$ cat src/rtl/baugh_mac_accumulator.sv
// baugh_mac_accumulator: signed 4x4 Baugh-Wooley multiply-accumulate stage.
// Sums every LEN products into an ACC_W-bit two's-complement dot product.
//
// Ports:
//   clk, rst                     clock, synchronous active-high reset
//   in_valid/in_ready/in_a/in_b  operand pair stream (signed 4-bit)
//   out_valid/out_ready          result handshake
//   out_acc                      signed dot product (ACC_W bits)
//   out_ovf                      sticky signed-overflow flag for this result

// Baugh_Multiplier: 4x4 signed multiplier, 8-bit two's-complement product.
// Ports: a, b (signed 4-bit operands), p (signed 8-bit product).
module Baugh_Multiplier (
   input  logic [3:0] a,
   input  logic [3:0] b,
   output logic [7:0] p
);

   // Plain partial products for the magnitude bits, a3*b3 at weight 2^6,
   // complemented sign-row terms, plus the constant 2^4 + 2^7 (mod 2^8).
   always_comb begin
      p = 8'h90;
      for (int i = 0; i < 3; i++) begin
         for (int j = 0; j < 3; j++) begin
            p = p + ((a[i] & b[j]) ? (8'd1 << (i + j)) : 8'd0);
         end
      end
      p = p + ((a[3] & b[3]) ? 8'h40 : 8'h00);
      for (int j = 0; j < 3; j++) begin
         p = p + ((a[3] & b[j]) ? 8'd0 : (8'd1 << (3 + j)));
         p = p + ((a[j] & b[3]) ? 8'd0 : (8'd1 << (3 + j)));
      end
   end

endmodule

module baugh_mac_accumulator #(
   parameter int LEN   = 4,
   parameter int ACC_W = 12
) (
   input  logic             clk,
   input  logic             rst,
   input  logic             in_valid,
   output logic             in_ready,
   input  logic [3:0]       in_a,
   input  logic [3:0]       in_b,
   output logic             out_valid,
   input  logic             out_ready,
   output logic [ACC_W-1:0] out_acc,
   output logic             out_ovf
);

   localparam int CW = (LEN > 1) ? $clog2(LEN) : 1;

   logic [3:0]       op_a;
   logic [3:0]       op_b;
   logic             p_valid;
   logic [7:0]       prod;
   logic [ACC_W-1:0] prod_ext;
   logic [ACC_W-1:0] acc;
   logic [ACC_W-1:0] sum;
   logic             ovf_add;
   logic             grp_ovf;
   logic [CW-1:0]    cnt;
   logic             last;
   logic             stall;
   logic             absorb;
   logic             load;

   Baugh_Multiplier u_mul (
      .a (op_a),
      .b (op_b),
      .p (prod)
   );

   always_comb begin
      prod_ext = ACC_W'($signed(prod));
      sum      = acc + prod_ext;
      ovf_add  = (acc[ACC_W-1] == prod_ext[ACC_W-1]) &
                 (sum[ACC_W-1] != acc[ACC_W-1]);
      last     = (cnt == CW'(LEN - 1));
      // Only a last term can be blocked by an undrained result.
      stall    = p_valid & last & out_valid & ~out_ready;
      in_ready = ~rst & ~stall;
      absorb   = p_valid & ~stall;
      load     = absorb & last;
   end

   always_ff @(posedge clk) begin
      if (rst) begin
         op_a      <= '0;
         op_b      <= '0;
         p_valid   <= 1'b0;
         acc       <= '0;
         grp_ovf   <= 1'b0;
         cnt       <= '0;
         out_valid <= 1'b0;
         out_acc   <= '0;
         out_ovf   <= 1'b0;
      end else begin
         if (!stall) begin
            if (in_valid) begin
               op_a    <= in_a;
               op_b    <= in_b;
               p_valid <= 1'b1;
            end else begin
               p_valid <= 1'b0;
            end
         end

         if (absorb) begin
            if (last) begin
               acc     <= '0;
               grp_ovf <= 1'b0;
               cnt     <= '0;
            end else begin
               acc     <= sum;
               grp_ovf <= grp_ovf | ovf_add;
               cnt     <= cnt + CW'(1);
            end
         end

         // A coincident load wins over a drain so out_valid stays set.
         if (load) begin
            out_acc   <= sum;
            out_ovf   <= grp_ovf | ovf_add;
            out_valid <= 1'b1;
         end else if (out_valid && out_ready) begin
            out_valid <= 1'b0;
         end
      end
   end

endmodule
$ cat config.mk
export PLATFORM = sky130hd
export DESIGN_NAME = baugh_mac_accumulator
export DESIGN_NICKNAME = d
export VERILOG_FILES = /design/src/rtl/baugh_mac_accumulator.sv
export SDC_FILE = /design/constraint.sdc
export NUM_CORES = 1
export LEC_CHECK = 0
export CAP_MARGIN = 10
export CORE_AREA = 3 3 88 90
export DETAILED_ROUTE_END_ITERATION = 8
export DIE_AREA = 0 0 91 93
export GPL_TIMING_DRIVEN = 0
export HOLD_SLACK_MARGIN = 0.12
export MAX_ROUTING_LAYER = met4
export PLACE_DENSITY_LB_ADDON = 0.1
export SYNTH_ARGS = -nofsm -noshare
export SYNTH_HDL_FRONTEND = slang
export SYNTH_SLANG_ARGS = --single-unit
$ cat constraint.sdc
create_clock -name clk -period 8.95 [get_ports clk]
set_clock_uncertainty 0.15 [all_clocks]
set_input_delay 1.3425 -clock clk [delete_from_list [all_inputs] [get_ports clk]]
set_output_delay 1.3425 -clock clk [all_outputs]
set_load 0.01 [all_outputs]
* After elaboration in Yosys (flattened, before gate mapping) *
Cells that the tools add are included.

cells by class
  muxes and demuxes = 22
  equality and inequality tests = 3
  bitwise operators = 27
  reduce and logical (&&, ||, !) cells = 3
  add/subtract/negate cells = 18

operators by type and width
  kind                                                           number
  8-bit adder                                                    15
  1-bit AND                                                      23
  4-bit two-way mux                                              4
  5-bit two-way mux                                              3
  12-bit adder                                                   1
  12-bit two-way mux                                             1
  6-bit two-way mux                                              2
  3-bit two-way mux                                              3
  8-bit adder, first input constant                              1
  7-bit two-way mux                                              1
  2-bit two-way mux                                              3
  1-bit two-way mux                                              5
  1-bit NOT                                                      3
  2-bit by 1-bit adder with 2-bit output, second input constant  1
  2-bit == test, second input constant                           1
  2-bit AND reduction                                            1
  2-bit nonzero test                                             1
  1-bit == test                                                  1
  1-bit logical AND                                              1
  1-bit inequality test                                          1
  1-bit bitwise OR                                               1

storage, ports and cells
  register bits after elaboration = 38
  word-level logic and storage cells = 82

* Depth between registers and ports, before layout *
Gate-level depths: netlist (run 1).

  depth in word-level cells = 23
  gate-level depth with buffers = 19

* Modules after synthesis *
A second synthesis (run 1) with hierarchy kept.

second synthesis, totals
  cell total of the unflattened synthesis = 277
  area total of the unflattened synthesis = 2393.5 um^2

by module, submodules not included
  module                 area each (um^2)  seq. area each (um^2)  times used  cells each
  baugh_mac_accumulator  2010.7            760.7                  1           233
  Baugh_Multiplier       382.9             0.0                    1           44

* Worst setup path before layout (run 1) *
No wires, ideal clock.

  kind = register to register
  from = reg op_a[2]
  to = reg grp_ovf
  stages on the path, launching flop included = 20
  data arrival time = 4.585 ns
  path slack = 4.157 ns
  period minus slack after synthesis = 4.793 ns
  data required time = 8.742 ns
  cells stage by stage = dfxtp_1 -> and2_1 -> fa_1 -> inv_1 -> fa_1 -> inv_1 -> ha_1 -> fa_1 -> nand3_1 -> a21oi_1 -> or2_2 -> clkbuf_1 -> ha_1 -> buf_2 -> nand3_1 -> or4b_1 -> o211ai_2 -> o21ai_2 -> a2111oi_2 -> a211o_1

on the way
  cells in the longest elaborated chain, start to end = 17
  elaborated cells on any way between the ends = 24
  those cells by class = add/sub: 11; eq/ne: 2; mux: 5; bitwise: 6

RTL lines
  what                      line  RTL
  start: declaration        55    logic [3:0] op_a;
  start signal: assignment  103   op_a <= in_a;
  1-bit AND                 25    p = p + ((a[i] & b[j]) ? (8'd1 << (i + j)) : 8'd0);
  3-bit two-way mux         25
  8-bit adder (3 in a row)  25
  8-bit adder               28    p = p + ((a[3] & b[3]) ? 8'h40 : 8'h00);
  8-bit adder               30    p = p + ((a[3] & b[j]) ? 8'd0 : (8'd1 << (3 + j)));
  8-bit adder               31    p = p + ((a[j] & b[3]) ? 8'd0 : (8'd1 << (3 + j)));
  8-bit adder               30
  8-bit adder               31
  8-bit adder               30
  8-bit adder *             31
  12-bit adder              78    sum = acc + prod_ext;
  1-bit inequality test     80    (sum[ACC_W-1] != acc[ACC_W-1]);
  1-bit AND *               79    ovf_add = (acc[ACC_W-1] == prod_ext[ACC_W-1]) &
  1-bit bitwise OR *        118   grp_ovf <= grp_ovf | ovf_add;
  1-bit two-way mux *       112   if (last) begin
  end signal: assignment    118
  end: declaration          63    logic grp_ovf;

Mark *: on every way between the ends. The rest lies on a longest branch, timed or not.
A chain may end at the register's enable or synchronous reset.

* Final worst setup path (run 1) *
  from = reg op_a[2]
  to = reg out_acc[11]

on the way
  cells in the longest elaborated chain, start to end = 13
  elaborated cells on any way between the ends = 19
  those cells by class = add/sub: 11; mux: 4; bitwise: 4

RTL lines
  what                      line  RTL
  1-bit AND                 25
  3-bit two-way mux         25
  8-bit adder (3 in a row)  25
  8-bit adder               28
  8-bit adder               30
  8-bit adder               31
  8-bit adder               30
  8-bit adder               31
  8-bit adder               30
  8-bit adder *             31
  12-bit adder *            78
  end signal: assignment    125   out_acc <= sum;
  end: declaration          49    output logic [ACC_W-1:0] out_acc,

Marked as above.

==> results of run 1 <==
-- kinds of logic (layout without fill, tap and decap cells) --
logic type / count (synthesis) / count (layout) / share of synthesized area [%]
AND/OR/NAND/NOR: 116 / 116 / 24.1
AO/OA/AOI/OAI: 65 / 65 / 17.3
flip-flops: 38 / 38 / 30.9
adder cells (fa/ha/maj): 29 / 29 / 16.6
buffers and inverters: 24 / 58 / 3.76
multiplexers: 11 / 11 / 4.47
XOR/XNOR: 8 / 8 / 2.85
-- final cells by class --
cell class	count	area [sq um]	share of cell area, %
Clock buffer	5	68.8	2.31
Timing Repair Buffer	26	260	8.72
Tap cell	99	124	4.15
Multi-Input combinational cell	229	1610	53.9
Sequential cell	38	761	25.5
Buffer	12	47.5	1.59
Clock inverter	3	68.8	2.31
Inverter	12	45.0	1.51
-- synth_stat cells, drive strengths merged (4+ instances only) --
| cell | count | area (sq um) |
|---|---|---|
| a21o | 6 | 45.0 |
| a21oi | 23 | 115 |
| a22oi | 4 | 30.0 |
| and2 | 10 | 63.8 |
| buf | 6 | 25.0 |
| clkbuf | 6 | 22.5 |
| dfxtp | 38 | 761 |
| fa | 6 | 120 |
| ha | 23 | 288 |
| inv | 12 | 45.0 |
| mux2i | 11 | 110 |
| nand2 | 32 | 120 |
| nand2b | 4 | 25.0 |
| nand3 | 10 | 50.1 |
| nand3b | 10 | 75.1 |
| nor2 | 27 | 101 |
| nor3 | 4 | 20.0 |
| o211ai | 5 | 42.5 |
| o21ai | 11 | 58.8 |
| xnor2 | 4 | 35.0 |
| xor2 | 4 | 35.0 |
-- sequential cells by signal, summed over array words and instances (netlist names) --
register	count
acc	12
out_acc	12
op_a	4
op_b	4
cnt	2
grp_ovf	1
out_ovf	1
out_valid	1
p_valid	1
-- layer usage --
layer,vias to the layer above,track usage [%],share of wire [%]
met5,-,-,0
met4,0,3.39,0.73
met3,5,2.41,2.7
met2,29,23.4,46
met1,980,20.9,51
li1,1099,-,-
-- worst paths after layout --
kind | startpoint | to | slack, ns | depth (start not counted)
setup / recovery | op_a[2] | out_acc[11] | 3.68 | 19
hold / removal | out_acc[9] | out_acc[9] | 0.31 | 2
setup reg to reg | op_a[2] | out_acc[11] | 3.68 | 19
hold reg to reg | out_acc[9] | out_acc[9] | 0.31 | 2
-- where the power goes --
part / switching, mW / internal, mW / leakage (nW)
registers: 0.00710 / 0.176 / 0.309
clock network: 0.0681 / 0.112 / 0.0683
logic: 0.0502 / 0.0378 / 0.870
-- tightest hold or removal path, stage by stage (launching register included) --
cell	delay, ns
dfxtp_1	0.32
nand2_1	0.05
a21oi_1	0.05
-- stage by stage --
step	cells	cell area (sq um)
2_1_floorplan	291	2460
3_3_place_gp	416	2850
3_5_place_dp	416	2850
4_1_cts	424	2980
5_1_grt	424	2980
6_report	424	2980
==> flow_metrics.tcl, run 1 <==
set metrics [dict create \
    clk_path_buf_depth 2 \
    h-tree-depth 2 \
    synth_seq_area_share_pct 30.9 \
    final-setup-viol-count 0 \
    status "finished, final reports clean" \
    slew_headroom_pct 57.9 \
    async_flop_share_pct 0 \
    fmax_mhz 190 \
    die_w_um 91 \
    min_path_type "register to register" \
    rsz0062_at_grt "no" \
    initial_core_util_pct 34.5 \
    post_cts.repair.setup_buffers 0 \
    dpl.hpwl_um 4580 \
    chipHeight_um 93 \
    nets 365 \
    crit_family "adder cells" \
    crit_top_cell "fa_1" \
    fillers 767 \
    synth.avg_cell_area_sq_um 8.46 \
    p_leak_nw 1.25 \
    layout.cells.most_common "dfxtp_1" \
    n_antenna_cell 0 \
    critPathRequiredTime_ns 8.98 \
    grt_antenna_before_repair 0 \
    path_buf_inv 4 \
    grt_overflow 0 \
    netlist_area_sq_mm 0.00246 \
    gr-usage-all-layers_pct 15.1 \
    crit_slowest_cell "fa_1" \
    path_max_fanout 9 \
    syn_nets 332 \
    tritoncts "yes" \
    cap_violations 0 \
    cp-start-kind "register" \
    postRouteWirelength_um 5990 \
    syn_inst 291 \
    drv_slew 0 \
    pin_count 27 \
    drc_errors 0 \
    gp_congestion 0.774 \
    core_sq_mm 0.00714 \
    tightest_slew_ns 0.631 \
    ctsHoldBuffers 0 \
    via_per_inst 4.98 \
    yosysWarnings 0 \
    ys_ff_latch 38 \
    final_cell_mix "dfxtp_1, nand2_1, nor2_1, clkdlybuf4s50_1" \
    drt_pass1_iterations 4 \
    finalCritPeriodShare_pct 58.9 \
    end_kind "register" \
    fin_util_pct 41.8 \
    period_needed_ns 5.27 \
    dp_slack_ns 3.69 \
    numClockSinks 38 \
    powerDensity_mw_per_mm2 151 \
    grt_pass1_vias 2044 \
    clk_latency_ns 0.30 \
    final_antenna_net_count 0 \
    power_mw 0.451 \
    ys_types 48 \
    first_iter_violations 97 \
    cts-root-buf "clkbuf_8" \
    cts_inserted_buffers 5 \
    area_growth_pct 21.2 \
    finalWorstSetupSlack_ns 3.68 \
    ir_drop_uv 75.8 \
    io_buffers 26 \
    cp.arrival_ns 5.30 \
    holdWs_ns 0.308 \
    grt_pass1_wl_um 10000 \
    hold_violations 0 \
    worstSetupPathType "register to register" \
    drive_gt1_share_pct 5.54 \
    postCtsResizedCells 0 \
    dieArea_sq_mm 0.00846 \
    crit_chain "and2_1, fa_1, inv_1, fa_1, inv_1, ha_1, fa_1, nand3_1, a21oi_1, or2_2, clkbuf_1, ha_1, buf_2, nand3_1, or4b_1, o211ai_2, mux2i_1, or2_1, o211ai_1" \
    fin_setup_tns_ns 0 \
    routed-via-count 2113 \
    slowest_delay_ns 0.54 \
    grt_max_degree 14 \
    route.detailed.wl_per_inst_um 14.1 \
    synth_flop_cell "dfxtp_1" \
    clk_pin_slew_ns 0.08 \
    synth_edf_count 0 \
    num_rows 31 \
]
Power figures use the tool's default switching activity.
==> inputs of run 2 (changes only) <==
==> constraint.sdc (replaced) <==
create_clock -name clk -period 4.3 [get_ports clk]
set_clock_uncertainty 0.15 [all_clocks]
set_input_delay 0.645 -clock clk [delete_from_list [all_inputs] [get_ports clk]]
set_output_delay 0.645 -clock clk [all_outputs]
set_load 0.01 [all_outputs]
==> flow_metrics.tcl, run 2 (synthesis results as in run 1) <==
set metrics [dict create \
    h-tree-depth 2 \
    initial_core_util_pct 34.5 \
    whs_path_depth 2 \
    finalCritPeriodShare_pct 99.8 \
    cts_inserted_buffers 5 \
    drv_slew 0 \
    critPathRequiredTime_ns 4.34 \
    grt_max_degree 14 \
    hold_violations 0 \
    route.detailed.wl_per_inst_um 13.9 \
    clk_path_buf_depth 2 \
    ctsHoldBuffers 0 \
    grt_pass1_vias 2107 \
    combPwrFrac_pct 23.4 \
    drive_gt1_share_pct 16.9 \
    nets 378 \
    fmax_mhz 233 \
    path_max_fanout 6 \
    slowest_delay_ns 0.50 \
    cp-start-kind "register" \
    period_needed_ns 4.29 \
    drc_errors 0 \
    n_antenna_cell 0 \
    power_mw 0.991 \
    num_rows 31 \
    drt_pass1_iterations 4 \
    cap_violations 0 \
    tightest_slew_ns 0.570 \
    area_growth_pct 31.0 \
    postRouteWirelength_um 6070 \
    routed-via-count 2181 \
    numClockSinks 38 \
    core_sq_mm 0.00714 \
    p_switching_mw 0.284 \
    grt_overflow 0 \
    layout.cells.most_common "dfxtp_1" \
    io_buffers 26 \
    top_regs "acc (12), out_acc (12)" \
    status "finished, final reports clean" \
    ir_drop_uv 119 \
    chipHeight_um 93 \
    powerDensity_mw_per_mm2 307 \
    crit_cells 17 \
    clk_latency_ns 0.30 \
    pwr-share-seq_pct 38.4 \
    crit_chain "and2_4, fa_1, inv_2, fa_1, inv_1, ha_2, fa_2, nand3_4, a21oi_4, or2_4, ha_4, nand3_4, or4b_4, o211ai_4, mux2i_2, or2_1, o211ai_1" \
    dieArea_sq_mm 0.00846 \
    die_w_um 91 \
    clk_pin_slew_ns 0.09 \
    wirelength_met1_um 3030 \
    min_path_type "register to register" \
    via_per_inst 4.99 \
    fillers 751 \
    path_buf_inv 2 \
    worstSetupPathType "register to register" \
    r2r_cells 17 \
    first_iter_violations 64 \
    gr-usage-all-layers_pct 15.4 \
    crit_slowest_cell "or4b_4" \
    topRoutingLayerUsed "met4" \
    pin_count 27 \
    grt_pass1_wl_um 10100 \
    end_kind "register" \
    final_antenna_net_count 0 \
    slew_headroom_pct 62.0 \
    dpl.hpwl_um 4540 \
    grt_antenna_before_repair 0 \
    wl_met2_um 2850 \
    clockPowerShare_pct 38.2 \
    cts-root-buf "clkbuf_8" \
    rsz0062_at_grt "yes" \
    gp_congestion 0.845 \
    p_leak_nw 1.31 \
    holdWs_ns 0.306 \
    dr_wl_met3_um 140 \
    tritoncts "yes" \
    power.share.switching_pct 28.7 \
    cp.arrival_ns 4.33 \
    final_cell_mix "dfxtp_1, nand2_1, nor2_1, clkdlybuf4s50_1, a21oi_1" \
    crit_family "adder cells" \
    final-setup-viol-count 0 \
    p_int_mw 0.707 \
]
run 2: per-stage QoR:
| stage | std cells | setup WS (ns) | util (%) | TNS, ns | area (sq um) |
|---|---|---|---|---|---|
| 2_1_floorplan | 291 | -0.0905 | - | -0.138 | 2560 |
| 3_3_place_gp | 416 | -0.336 | 41.3 | -1.32 | 2950 |
| 3_5_place_dp | 416 | -0.386 | 41.3 | -1.58 | 2950 |
| 4_1_cts | 434 | -0.0149 | 44.3 | -0.0378 | 3160 |
| 5_1_grt | 437 | -0.137 | 45.2 | -0.466 | 3230 |
| 6_report | 437 | 0.00705 | 45.2 | 0 | 3230 |
run 2: per-layer routing:
metal | global-route usage [%] | up-vias
met2 | 25.9 | 26
met4 | 3.89 | 0
met5 | - | -
li1 | - | 1121
met1 | 19.1 | 1030
met3 | 2.98 | 4
run 2: worst min-delay path, cell delays in order (launching register included):
cell,delay [ns]
dfxtp_1,0.32
nand2_1,0.05
a21oi_1,0.05
run 2: power by group through the flow:
stage	Clock (mW)	Combinational (mW)	Sequential [mW]
finish	0.378	0.232	0.381
CTS	0.385	0.218	0.381
detailed placement	0	0.210	0.390
global placement	0	0.209	0.390
floorplan	0	0.161	0.385
global route	0.401	0.258	0.383
run 2: path summary, 6_finish.rpt:
| path | start | end | slack [ns] |
|---|---|---|---|
| worst max-delay path | op_b[1] | out_acc[11] | 0.007 |
| worst min register to register | out_acc[9] | out_acc[9] | 0.31 |
| worst min-delay path | out_acc[9] | out_acc[9] | 0.31 |
| worst max register to register | op_b[1] | out_acc[11] | 0.007 |
run 2: cell type report:
class / count / area, sq um / area share (%)
Timing Repair Buffer: 41 / 373 / 11.6
Sequential cell: 38 / 777 / 24.1
Clock buffer: 5 / 68.8 / 2.13
Inverter: 12 / 45.0 / 1.40
Clock inverter: 3 / 68.8 / 2.13
Tap cell: 99 / 124 / 3.84
Buffer: 10 / 38.8 / 1.20
Multi-Input combinational cell: 229 / 1730 / 53.7
run 2: what timing repair did:
action                                  4_1_cts  5_1_grt
resized for setup                             8       11
pin swaps                                    10        5
endpoints found under the setup margin        6        7
setup buffers                                12        3
